**src/rtl/cnn_accel_pkg.sv**
```systemverilog
// Shared definitions for the CNN convolution accelerator: register map,
// default dimensions, accumulator width, FSM state type and an index-width helper.
package cnn_accel_pkg;

  localparam int unsigned ImgNDef = 5;
  localparam int unsigned KNDef   = 3;
  localparam int unsigned AccW    = 20;

  localparam logic [11:0] AddrPix    = 12'h004;
  localparam logic [11:0] AddrKern   = 12'h008;
  localparam logic [11:0] AddrStart  = 12'h00C;
  localparam logic [11:0] AddrStatus = 12'h010;
  localparam logic [11:0] AddrRes    = 12'h080;

  typedef enum logic [1:0] {StIdle, StBusy, StDone} state_e;

  // Bits needed to index an array of n entries (at least one).
  function automatic int unsigned idx_w(int unsigned n);
    return (n > 1) ? $clog2(n) : 1;
  endfunction

endpackage

```
**src/rtl/cnn_mac.sv**
```systemverilog
// Multiply-accumulate unit: 8x8 unsigned product added into a 20-bit accumulator.
//   clk_i, rst_i : clock, async active-high reset
//   en_i         : perform one MAC this cycle
//   clr_i        : with en_i, clear the accumulator after this MAC (last tap)
//   a_i, b_i     : pixel and tap operands
//   sum_o        : accumulator plus current product (the value of this MAC)
module cnn_mac
  import cnn_accel_pkg::*;
(
  input  logic            clk_i,
  input  logic            rst_i,
  input  logic            en_i,
  input  logic            clr_i,
  input  logic [7:0]      a_i,
  input  logic [7:0]      b_i,
  output logic [AccW-1:0] sum_o
);

  logic [AccW-1:0] acc_q, acc_d;
  logic [15:0]     prod;

  assign prod  = a_i * b_i;
  assign sum_o = acc_q + AccW'(prod);

  always_comb begin
    acc_d = acc_q;
    if (en_i) acc_d = clr_i ? '0 : sum_o;
  end

  always_ff @(posedge clk_i or posedge rst_i) begin
    if (rst_i) acc_q <= '0;
    else       acc_q <= acc_d;
  end

endmodule

```
**src/rtl/cnn_accel.sv**
```systemverilog
// Valid-mode 2D correlation accelerator with a memory-mapped register interface.
// Image and kernel are loaded through indexed writes, a start write runs one MAC
// per cycle over all outputs, results are read back from a result window.
//   clk, rst            : clock, async active-high reset
//   cnn_en              : block enable (gates writes, start and reads)
//   w_en, w_addr, wdata : register write port
//   r_en, r_addr, rdata : combinational register read port
//   done                : registered completion flag
module cnn_accel
  import cnn_accel_pkg::*;
#(
  parameter int unsigned IMG_N = ImgNDef,
  parameter int unsigned K_N   = KNDef
) (
  input  logic        clk,
  input  logic        rst,
  input  logic        cnn_en,
  input  logic        w_en,
  input  logic [31:0] w_addr,
  input  logic [31:0] wdata,
  input  logic        r_en,
  input  logic [31:0] r_addr,
  output logic [31:0] rdata,
  output logic        done
);

  localparam int unsigned OUT_N  = IMG_N - K_N + 1;
  localparam int unsigned ImgNN  = IMG_N * IMG_N;
  localparam int unsigned KNN    = K_N * K_N;
  localparam int unsigned OutNN  = OUT_N * OUT_N;
  localparam int unsigned ImgIW  = idx_w(ImgNN);
  localparam int unsigned KIW    = idx_w(KNN);
  localparam int unsigned OutIW  = idx_w(OutNN);
  localparam int unsigned CW     = idx_w(IMG_N);
  localparam logic [CW-1:0] KLast   = CW'(K_N - 1);
  localparam logic [CW-1:0] OutLast = CW'(OUT_N - 1);

  logic [7:0]      img_q  [ImgNN];
  logic [7:0]      kern_q [KNN];
  logic [AccW-1:0] res_q  [OutNN];

  state_e        state_q;
  logic          done_q;
  logic [CW-1:0] out_r_q, out_c_q, k_i_q, k_j_q;

  logic [11:0]      waddr, raddr, res_off;
  logic             wr_ok, start, busy, last_tap;
  logic [ImgIW-1:0] pix_idx;
  logic [KIW-1:0]   kern_idx;
  logic [OutIW-1:0] out_idx;
  logic [AccW-1:0]  mac_sum;
  logic             unused;

  assign waddr  = w_addr[11:0];
  assign raddr  = r_addr[11:0];
  assign unused = ^{w_addr[31:12], r_addr[31:12], wdata[15:8]};

  assign busy     = (state_q == StBusy);
  assign wr_ok    = cnn_en && w_en && !busy;
  assign start    = wr_ok && (waddr == AddrStart) && wdata[0];
  assign last_tap = (k_i_q == KLast) && (k_j_q == KLast);

  assign pix_idx  = (ImgIW'(out_r_q) + ImgIW'(k_i_q)) * ImgIW'(IMG_N)
                  + ImgIW'(out_c_q) + ImgIW'(k_j_q);
  assign kern_idx = KIW'(k_i_q) * KIW'(K_N) + KIW'(k_j_q);
  assign out_idx  = OutIW'(out_r_q) * OutIW'(OUT_N) + OutIW'(out_c_q);

  cnn_mac u_mac (
    .clk_i (clk),
    .rst_i (rst),
    .en_i  (busy),
    .clr_i (last_tap),
    .a_i   (img_q[pix_idx]),
    .b_i   (kern_q[kern_idx]),
    .sum_o (mac_sum)
  );

  // Control FSM: tap counters nest inside output counters, all row-major.
  always_ff @(posedge clk or posedge rst) begin
    if (rst) begin
      state_q <= StIdle;
      done_q  <= 1'b0;
      out_r_q <= '0;
      out_c_q <= '0;
      k_i_q   <= '0;
      k_j_q   <= '0;
    end else begin
      unique case (state_q)
        StIdle: begin
          if (start) state_q <= StBusy;
        end
        StBusy: begin
          if (k_j_q != KLast) begin
            k_j_q <= k_j_q + 1'b1;
          end else begin
            k_j_q <= '0;
            if (k_i_q != KLast) begin
              k_i_q <= k_i_q + 1'b1;
            end else begin
              k_i_q <= '0;
              if (out_c_q != OutLast) begin
                out_c_q <= out_c_q + 1'b1;
              end else begin
                out_c_q <= '0;
                if (out_r_q != OutLast) begin
                  out_r_q <= out_r_q + 1'b1;
                end else begin
                  out_r_q <= '0;
                  state_q <= StDone;
                end
              end
            end
          end
        end
        StDone: begin
          // done rises one edge after the final MAC and holds until a new start.
          if (start) begin
            state_q <= StBusy;
            done_q  <= 1'b0;
          end else begin
            done_q  <= 1'b1;
          end
        end
        default: state_q <= StIdle;
      endcase
    end
  end

  // Storage: image/kernel loads from the bus, results from the MAC on each last tap.
  always_ff @(posedge clk or posedge rst) begin
    if (rst) begin
      for (int i = 0; i < int'(ImgNN); i++) img_q[i]  <= '0;
      for (int i = 0; i < int'(KNN); i++)   kern_q[i] <= '0;
      for (int i = 0; i < int'(OutNN); i++) res_q[i]  <= '0;
    end else begin
      if (wr_ok && (waddr == AddrPix) && (wdata[31:16] < 16'(ImgNN))) begin
        img_q[wdata[16 +: ImgIW]] <= wdata[7:0];
      end
      if (wr_ok && (waddr == AddrKern) && (wdata[31:16] < 16'(KNN))) begin
        kern_q[wdata[16 +: KIW]] <= wdata[7:0];
      end
      if (busy && last_tap) res_q[out_idx] <= mac_sum;
    end
  end

  assign res_off = raddr - AddrRes;

  always_comb begin
    rdata = '0;
    if (cnn_en && r_en) begin
      if (raddr == AddrStatus) begin
        rdata = {31'b0, done_q};
      end else if ((raddr >= AddrRes) && (res_off[1:0] == 2'b00) &&
                   (res_off[11:2] < 10'(OutNN))) begin
        rdata = 32'(res_q[res_off[2 +: OutIW]]);
      end
    end
  end

  assign done = done_q;

endmodule

```
**config.mk**
```make
export PLATFORM = sky130hd
export DESIGN_NAME = cnn_accel
export DESIGN_NICKNAME = d
export VERILOG_FILES = /design/src/rtl/cnn_accel_pkg.sv /design/src/rtl/cnn_mac.sv /design/src/rtl/cnn_accel.sv
export SDC_FILE = /design/constraint.sdc
export NUM_CORES = 1
export LEC_CHECK = 0
export BUFFER_PORTS_ARGS = -buffer_cell sky130_fd_sc_hd__buf_4
export CORE_MARGIN = 2
export CORE_UTILIZATION = 40
export CTS_BUF_LIST = sky130_fd_sc_hd__clkbuf_8
export DETAILED_ROUTE_END_ITERATION = 7
export PLACE_DENSITY_LB_ADDON = 0.2
export SYNTH_ARGS = -nofsm -noshare
export SYNTH_HDL_FRONTEND = slang
export SYNTH_SLANG_ARGS = --single-unit
```
**constraint.sdc**
```tcl
create_clock -name clk -period 27.2 [get_ports clk]
set_input_delay 4.08 -clock clk [delete_from_list [all_inputs] [get_ports clk]]
set_output_delay 4.08 -clock clk [all_outputs]
set_load 0.02 [all_outputs]
```
==> metrics.cfg, run 1 <==
[routing]
viasPerCell=5.26
drc_errors=0
totalWireLength_um=60500
wl_per_cell_um=20.1
ant_nets=0
drt_iter0_markers=775
firstDrtPassIters=5
vias=15849

[logic_synthesis]
synth_top_area_share_pct=48.0
ys_seq_area_share_pct=48.0
synth_edf_count=0
dominantRegCellSynth=dfrtp_1
synthCells=2041
yosys.area.top_type=dfrtp_1
synth.most_common_cell=dfrtp_1
ys_ff_latch=487
avgSynthCellArea_um2=12.5
async_flop_share_pct=100
ys_top_cells_by_area=dfrtp_1 48%, mux2_2 14%, mux4_2 9.1%
syn_area_um2=25400
ys_types=62
yosysWarnings=0
synthTopCellsByCount=487 x dfrtp_1, 327 x mux2_2, 197 x nand2_1, 162 x o21ai_0, 125 x inv_1

[clock_tree]
clock_sinks=487
numCtsBuffers=86
cts_setup_buffers=0
clk_pin_slew_ps=60
root_buffer=clkbuf_8
cts_tree=yes
htreeDepth=3
clkLatencyLatePin_ps=690
clockBufferDepth=3
ctsHoldBuffers=0
post_cts_resized=0

[placement]
pre_cts_ws_ps=16720
place.gp.congestion=0.845
placed_cell_area_um2=26700
placedCellCount=2867
post-dp-hpwl_um=38600
port_buffers=73

[power_and_ir_drop]
p_per_area_nw_per_um2=50.7
total_power_mw=1.44
pwr-share-seq_pct=50.4
intPower_mw=1.10
swShare_pct=23.9
leakage_nw=13.7
power_frac_comb_pct=3.4
switchingPower_uw=345
p_clk_share_pct=46.3
ir_drop_mv=0.0479

[critical_path]
crit_fanout=38
required_ps=27720
cp-end-kind=register
path_class=register to register
arrival_ps=10990
r2r_cells=27
cp-start-kind=register
r2r_slack_ps=16730
r2r-end=res_q[178]$_DFFE_PP0P_
rr_startpoint=out_r_q[0]$_DFFE_PP0P_

[sta]
layout_min_cycle_time_ps=10470
fmax_mhz=95.5
worst_slew_pin_slew_ps=1130
slew-limit-headroom_pct=24.3
hold_viol=0
setup_viol=0
finalCritPeriodShare_pct=38.5
setup_tns_ps=0
rsz0062_at_grt=false
slew_violations=0
skew_ps=34.4
hold_ws_ps=474
finalWorstSetupSlack_ps=16730

[cells_and_area]
final_cells=3012
fill_cells=5839
multi_input_area_um2=12300
syn2layout_area_growth_pct=11.8
fin_util_pct=45.1
finish.instance_area_um2=28400
drive_gt1_share_pct=32.2
nNetsFinal=2334
seq_area_um2=12200

[global_routing]
antenna_found_initial=1
track_usage_pct=18.8
grt_overflow=0
grt_max_degree=136
grt_pass1_wl_um=96300
grt_pass1_vias=16877

[floorplanning]
start_util_pct=40.4
die-area_um2=65600
num_rows=92
coreArea_um2=63000
dieWidth_um=256
boundaryPins=134
die_h_um=256

[job]
max_cap_violations=0

[worst_hold_path]
hold_end=res_q[110]$_DFFE_PP0P_
worstHoldStart=res_q[110]$_DFFE_PP0P_
hp-class=register to register
hold_depth=2

[status]
status=completed

## worst max path at each step
stage                           start                      to  slack [ps]  cells past startpoint
3_5_place_dp   out_r_q[0]$_DFFE_PP0P_  res_q[178]$_DFFE_PP0P_       16720                     27
2_1_floorplan                     rst        done$_DFFE_PP0P_        9530                      1
3_3_place_gp                r_addr[2]                rdata[3]       16790                      6
5_1_grt        out_r_q[0]$_DFFE_PP0P_  res_q[178]$_DFFE_PP0P_       16200                     29
6_report       out_r_q[0]$_DFFE_PP0P_  res_q[178]$_DFFE_PP0P_       16730                     27
4_1_cts        out_r_q[0]$_DFFE_PP0P_  res_q[178]$_DFFE_PP0P_       16700                     27
## cell usage in the layout (no fill, tap or decap), drive strengths merged, types with 10 or more instances in the layout
master and instances:
nor2b 14, buf 91, a21oi 37, clkbuf 108, fa 60, xnor2 16, nand3 24, nand2b 17
mux2i 40, o21ai 167, clkinv 10, mux2 328, nand2 197, dfrtp 487, ha 64, mux4 111
nor2 124, inv 149, conb 12
## state kept, by name (all words and copies together) (netlist names)
| signal | flops |
|---|---|
| done | 1 |
| k_j_q | 3 |
| out_r_q | 3 |
| res_q | 180 |
| img_q | 200 |
| state_q | 2 |
| out_c_q | 3 |
| u_mac.acc_q | 20 |
| kern_q | 72 |
| k_i_q | 3 |
## cell type report
class                           count  share of cell area (%)
Timing Repair Buffer               91                    2.45
Inverter                          125                    1.68
Tap cell                          846                    3.73
Antenna cell                        1                 0.00881
Multi-Input combinational cell   1318                    43.3
Sequential cell                   487                    42.9
Clock inverter                     36                   0.727
Clock buffer                      108                    5.23
## per-layer routing
| layer | share of wire [%] | up-vias | GRT usage [%] |
|---|---|---|---|
| met3 | 3.4 | 93 | 3.28 |
| li1 | - | 7274 | - |
| met1 | 46 | 8211 | 25.7 |
| met2 | 48 | 271 | 31.0 |
| met4 | 2.1 | 0 | 5.44 |
| met5 | 0 | - | 0 |
## critical path, cell delays in order (launching register included)
cell	delay [ps]
dfrtp_1	480
ha_1	280
fa_1	380
xor2_1	250
ha_1	290
ha_1	290
fa_1	550
inv_1	70
fa_2	560
buf_4	560
mux4_2	470
mux4_1	550
mux2i_1	630
nor2_1	150
fa_1	560
fa_1	520
fa_1	550
inv_1	50
fa_1	530
inv_1	40
ha_1	360
a211oi_1	260
nor2_1	100
o221a_2	260
a211o_1	300
a31oi_1	340
xor2_1	650
o21ai_0	220
## power by group through the flow
| stage | registers, mW | clock network [mW] | logic, mW |
|---|---|---|---|
| floorplan | 0.739 | 0 | 0.0319 |
| global placement | 0.738 | 0 | 0.0491 |
| detailed placement | 0.738 | 0 | 0.0502 |
| CTS | 0.725 | 0.690 | 0.0503 |
| global route | 0.725 | 0.721 | 0.0541 |
| finish | 0.725 | 0.666 | 0.0484 |
## logic make-up (layout without fill, tap and decap cells)
| family | count (synthesis) | after routing | synth area share (%) |
|---|---|---|---|
| flops | 487 | 487 | 48.0 |
| mux | 479 | 479 | 26.1 |
| simple gates | 427 | 427 | 7.87 |
| compound gates | 250 | 250 | 5.36 |
| buf+inv | 247 | 360 | 3.90 |
| fa+ha+maj | 124 | 124 | 7.88 |
| xor+xnor | 26 | 26 | 0.950 |
| other cells | 1 | 13 | 0.0148 |
Note: power is estimated with default switching activity, not from simulation.
==> inputs of run 2 (changes only) <==
==> constraint.sdc (replaced) <==
create_clock -name clk -period 10.4 [get_ports clk]
set_input_delay 1.56 -clock clk [delete_from_list [all_inputs] [get_ports clk]]
set_output_delay 1.56 -clock clk [all_outputs]
set_load 0.02 [all_outputs]
==> metrics.cfg, run 2 (synthesis results as in run 1) <==
[status]
status=completed

[sta]
worst_slew_pin_slew_ps=1190  ; +60.3 ps
skew_ps=42.7  ; +8.28 ps
setup_viol=0  ; unchanged
rsz0062_at_grt=false
hold_viol=0  ; unchanged
slew-limit-headroom_pct=20.6  ; -3.8 points
setup_tns_ps=0  ; unchanged
slew_violations=0  ; unchanged
finalWorstSetupSlack_ps=526  ; -16200 ps
finalCritPeriodShare_pct=94.9  ; +56 points
fmax_mhz=101  ; +6.0%
layout_min_cycle_time_ps=9870  ; -595 ps

[critical_path]
cpMostUsedCell=fa_1
path_class=register to register
rr_startpoint=out_r_q[0]$_DFFE_PP0P_
cp-start-kind=register
cp-end-kind=register
r2r_cells=29  ; +7.4%
required_ps=11000  ; -16720 ps
r2r-end=res_q[137]$_DFFE_PP0P_
endpoint=res_q[137]$_DFFE_PP0P_
arrival_ps=10480  ; -510 ps
slowest_stage=xor2_1
slowest_delay_ps=650  ; about the same
setup.worst_path.start=out_r_q[0]$_DFFE_PP0P_
crit_fanout=38  ; unchanged
r2r_slack_ps=530  ; -16200 ps

[global_routing]
antenna_found_initial=2  ; +1
track_usage_pct=19.1  ; +0.24 points
busiest_layer=met2
met1_usage_pct=26.1  ; +0.36 points
grt_pass1_vias=17225  ; +2.1%
grt_overflow=0  ; unchanged
grt_pass1_wl_um=98000  ; +1.7%
met2_usage_pct=31.3  ; +0.35 points
grt_use_met3_pct=3.43  ; +0.15 points
grt_max_degree=191  ; +40%

[placement]
pre_cts_ws_ps=532  ; -16180 ps
post-dp-hpwl_um=38700  ; +0.31%
port_buffers=73  ; unchanged
place.gp.congestion=0.824  ; -2.5%

[cells_and_area]
final_cell_mix=487 x dfrtp_1, 327 x mux2_2, 197 x nand2_1
reg.largest.list=img_q (200), res_q (180), kern_q (72)
final_common_cell=dfrtp_1
syn2layout_area_growth_pct=12.4
regMostFlops=img_q
drive_gt1_share_pct=32.5  ; +0.32 points
nNetsFinal=2355  ; +0.90%
largest_reg_flops=200  ; unchanged

[power_and_ir_drop]
intPower_mw=2.88  ; +160%
swShare_pct=23.8  ; -0.11 points
p_per_area_nw_per_um2=132  ; +160%
ir_drop_mv=0.0933  ; +95%
switchingPower_uw=900  ; +160%
power_frac_comb_pct=3.4  ; about the same
p_clk_share_pct=46.4  ; about the same
leakage_nw=13.8  ; +0.94%
pwr-share-seq_pct=50.2  ; -0.2 points

[routing]
drt_iter0_markers=933  ; +20%
vias=15933  ; +0.53%
totalWireLength_um=60600  ; +0.23%
viasPerCell=5.24  ; -0.33%
drc_errors=0  ; unchanged
ant_nets=0  ; unchanged
firstDrtPassIters=5  ; unchanged
wl_per_cell_um=20.0  ; -0.62%

[job]
max_cap_violations=0  ; unchanged

[clock_tree]
htreeDepth=3  ; unchanged
ctsHoldBuffers=0  ; unchanged
clock_sinks=487  ; unchanged
numCtsBuffers=88  ; +2.3%
clockBufferDepth=3  ; unchanged
root_buffer=clkbuf_8
post_cts_resized=0  ; unchanged
cts_tree=yes
clkLatencyLatePin_ps=700  ; about the same
cts_setup_buffers=0  ; unchanged
clk_pin_slew_ps=60  ; about the same

[floorplanning]
num_rows=92  ; unchanged
start_util_pct=40.4  ; unchanged
die-area_um2=65600  ; unchanged
dieWidth_um=256  ; unchanged
coreArea_um2=63000  ; unchanged
boundaryPins=134  ; unchanged
die_h_um=256  ; unchanged

[worst_hold_path]
hp-class=register to register

run 2: metal layers:
metal	up-vias	part of all wire (%)
li1	7303	-
met1	8225	46
met2	313	48
met3	90	4.1
met4	2	1.9
met5	-	0.021
run 2: layout make-up:
type,instances,area [um2]
multi-input combinational,1318,12300
timing repair buffer,110,851
clock inverter,44,248
fill,5857,34400
antenna,2,5.00
sequential,487,12200
tap,846,1060
inverter,125,473
clock buffer,106,1460
run 2: worst min-delay path by stage:
stage	start	slack, ps	cells past startpoint	to
3_3_place_gp	res_q[96]$_DFFE_PP0P_	460	2	res_q[96]$_DFFE_PP0P_
5_1_grt	res_q[55]$_DFFE_PP0P_	490	2	res_q[55]$_DFFE_PP0P_
2_1_floorplan	res_q[124]$_DFFE_PP0P_	440	2	res_q[124]$_DFFE_PP0P_
4_1_cts	res_q[29]$_DFFE_PP0P_	480	2	res_q[29]$_DFFE_PP0P_
3_5_place_dp	res_q[29]$_DFFE_PP0P_	470	2	res_q[29]$_DFFE_PP0P_
6_report	res_q[115]$_DFFE_PP0P_	480	2	res_q[115]$_DFFE_PP0P_
run 2: worst max-delay path: cells and delay by family (launching register included):
kind / cells / cell delay [ps]
AND/OR/NAND/NOR: 1 / 120
flip-flops: 1 / 490
multiplexers: 3 / 1260
adder cells (fa/ha/maj): 11 / 4860
AO/OA/AOI/OAI: 6 / 1590
buffers and inverters: 6 / 570
XOR/XNOR: 2 / 880
run 2: power groups by stage:
stage                     sequential, mW  combinational [mW]  clock, mW
final                               1.90               0.127       1.75
after global routing                1.90               0.142       1.90
after CTS                           1.90               0.132       1.82
after detailed placement            1.93               0.131          0
after global placement              1.93               0.129          0
after floorplan                     1.93              0.0838          0
run 2: per-stage QoR:
stage | instance area, um2 | util (%) | total power, mW | hold WS [ps] | std cells
floorplan | 25500 | - | 2.02 | 445 | 2052
detailed placement | 26900 | 42.7 | 2.06 | 466 | 2886
finish | 28600 | 45.4 | 3.78 | 476 | 3038
CTS | 28600 | 45.4 | 3.84 | 478 | 3036
global placement | 26900 | 42.7 | 2.06 | 456 | 2886
global route | 28600 | 45.4 | 3.94 | 495 | 3037
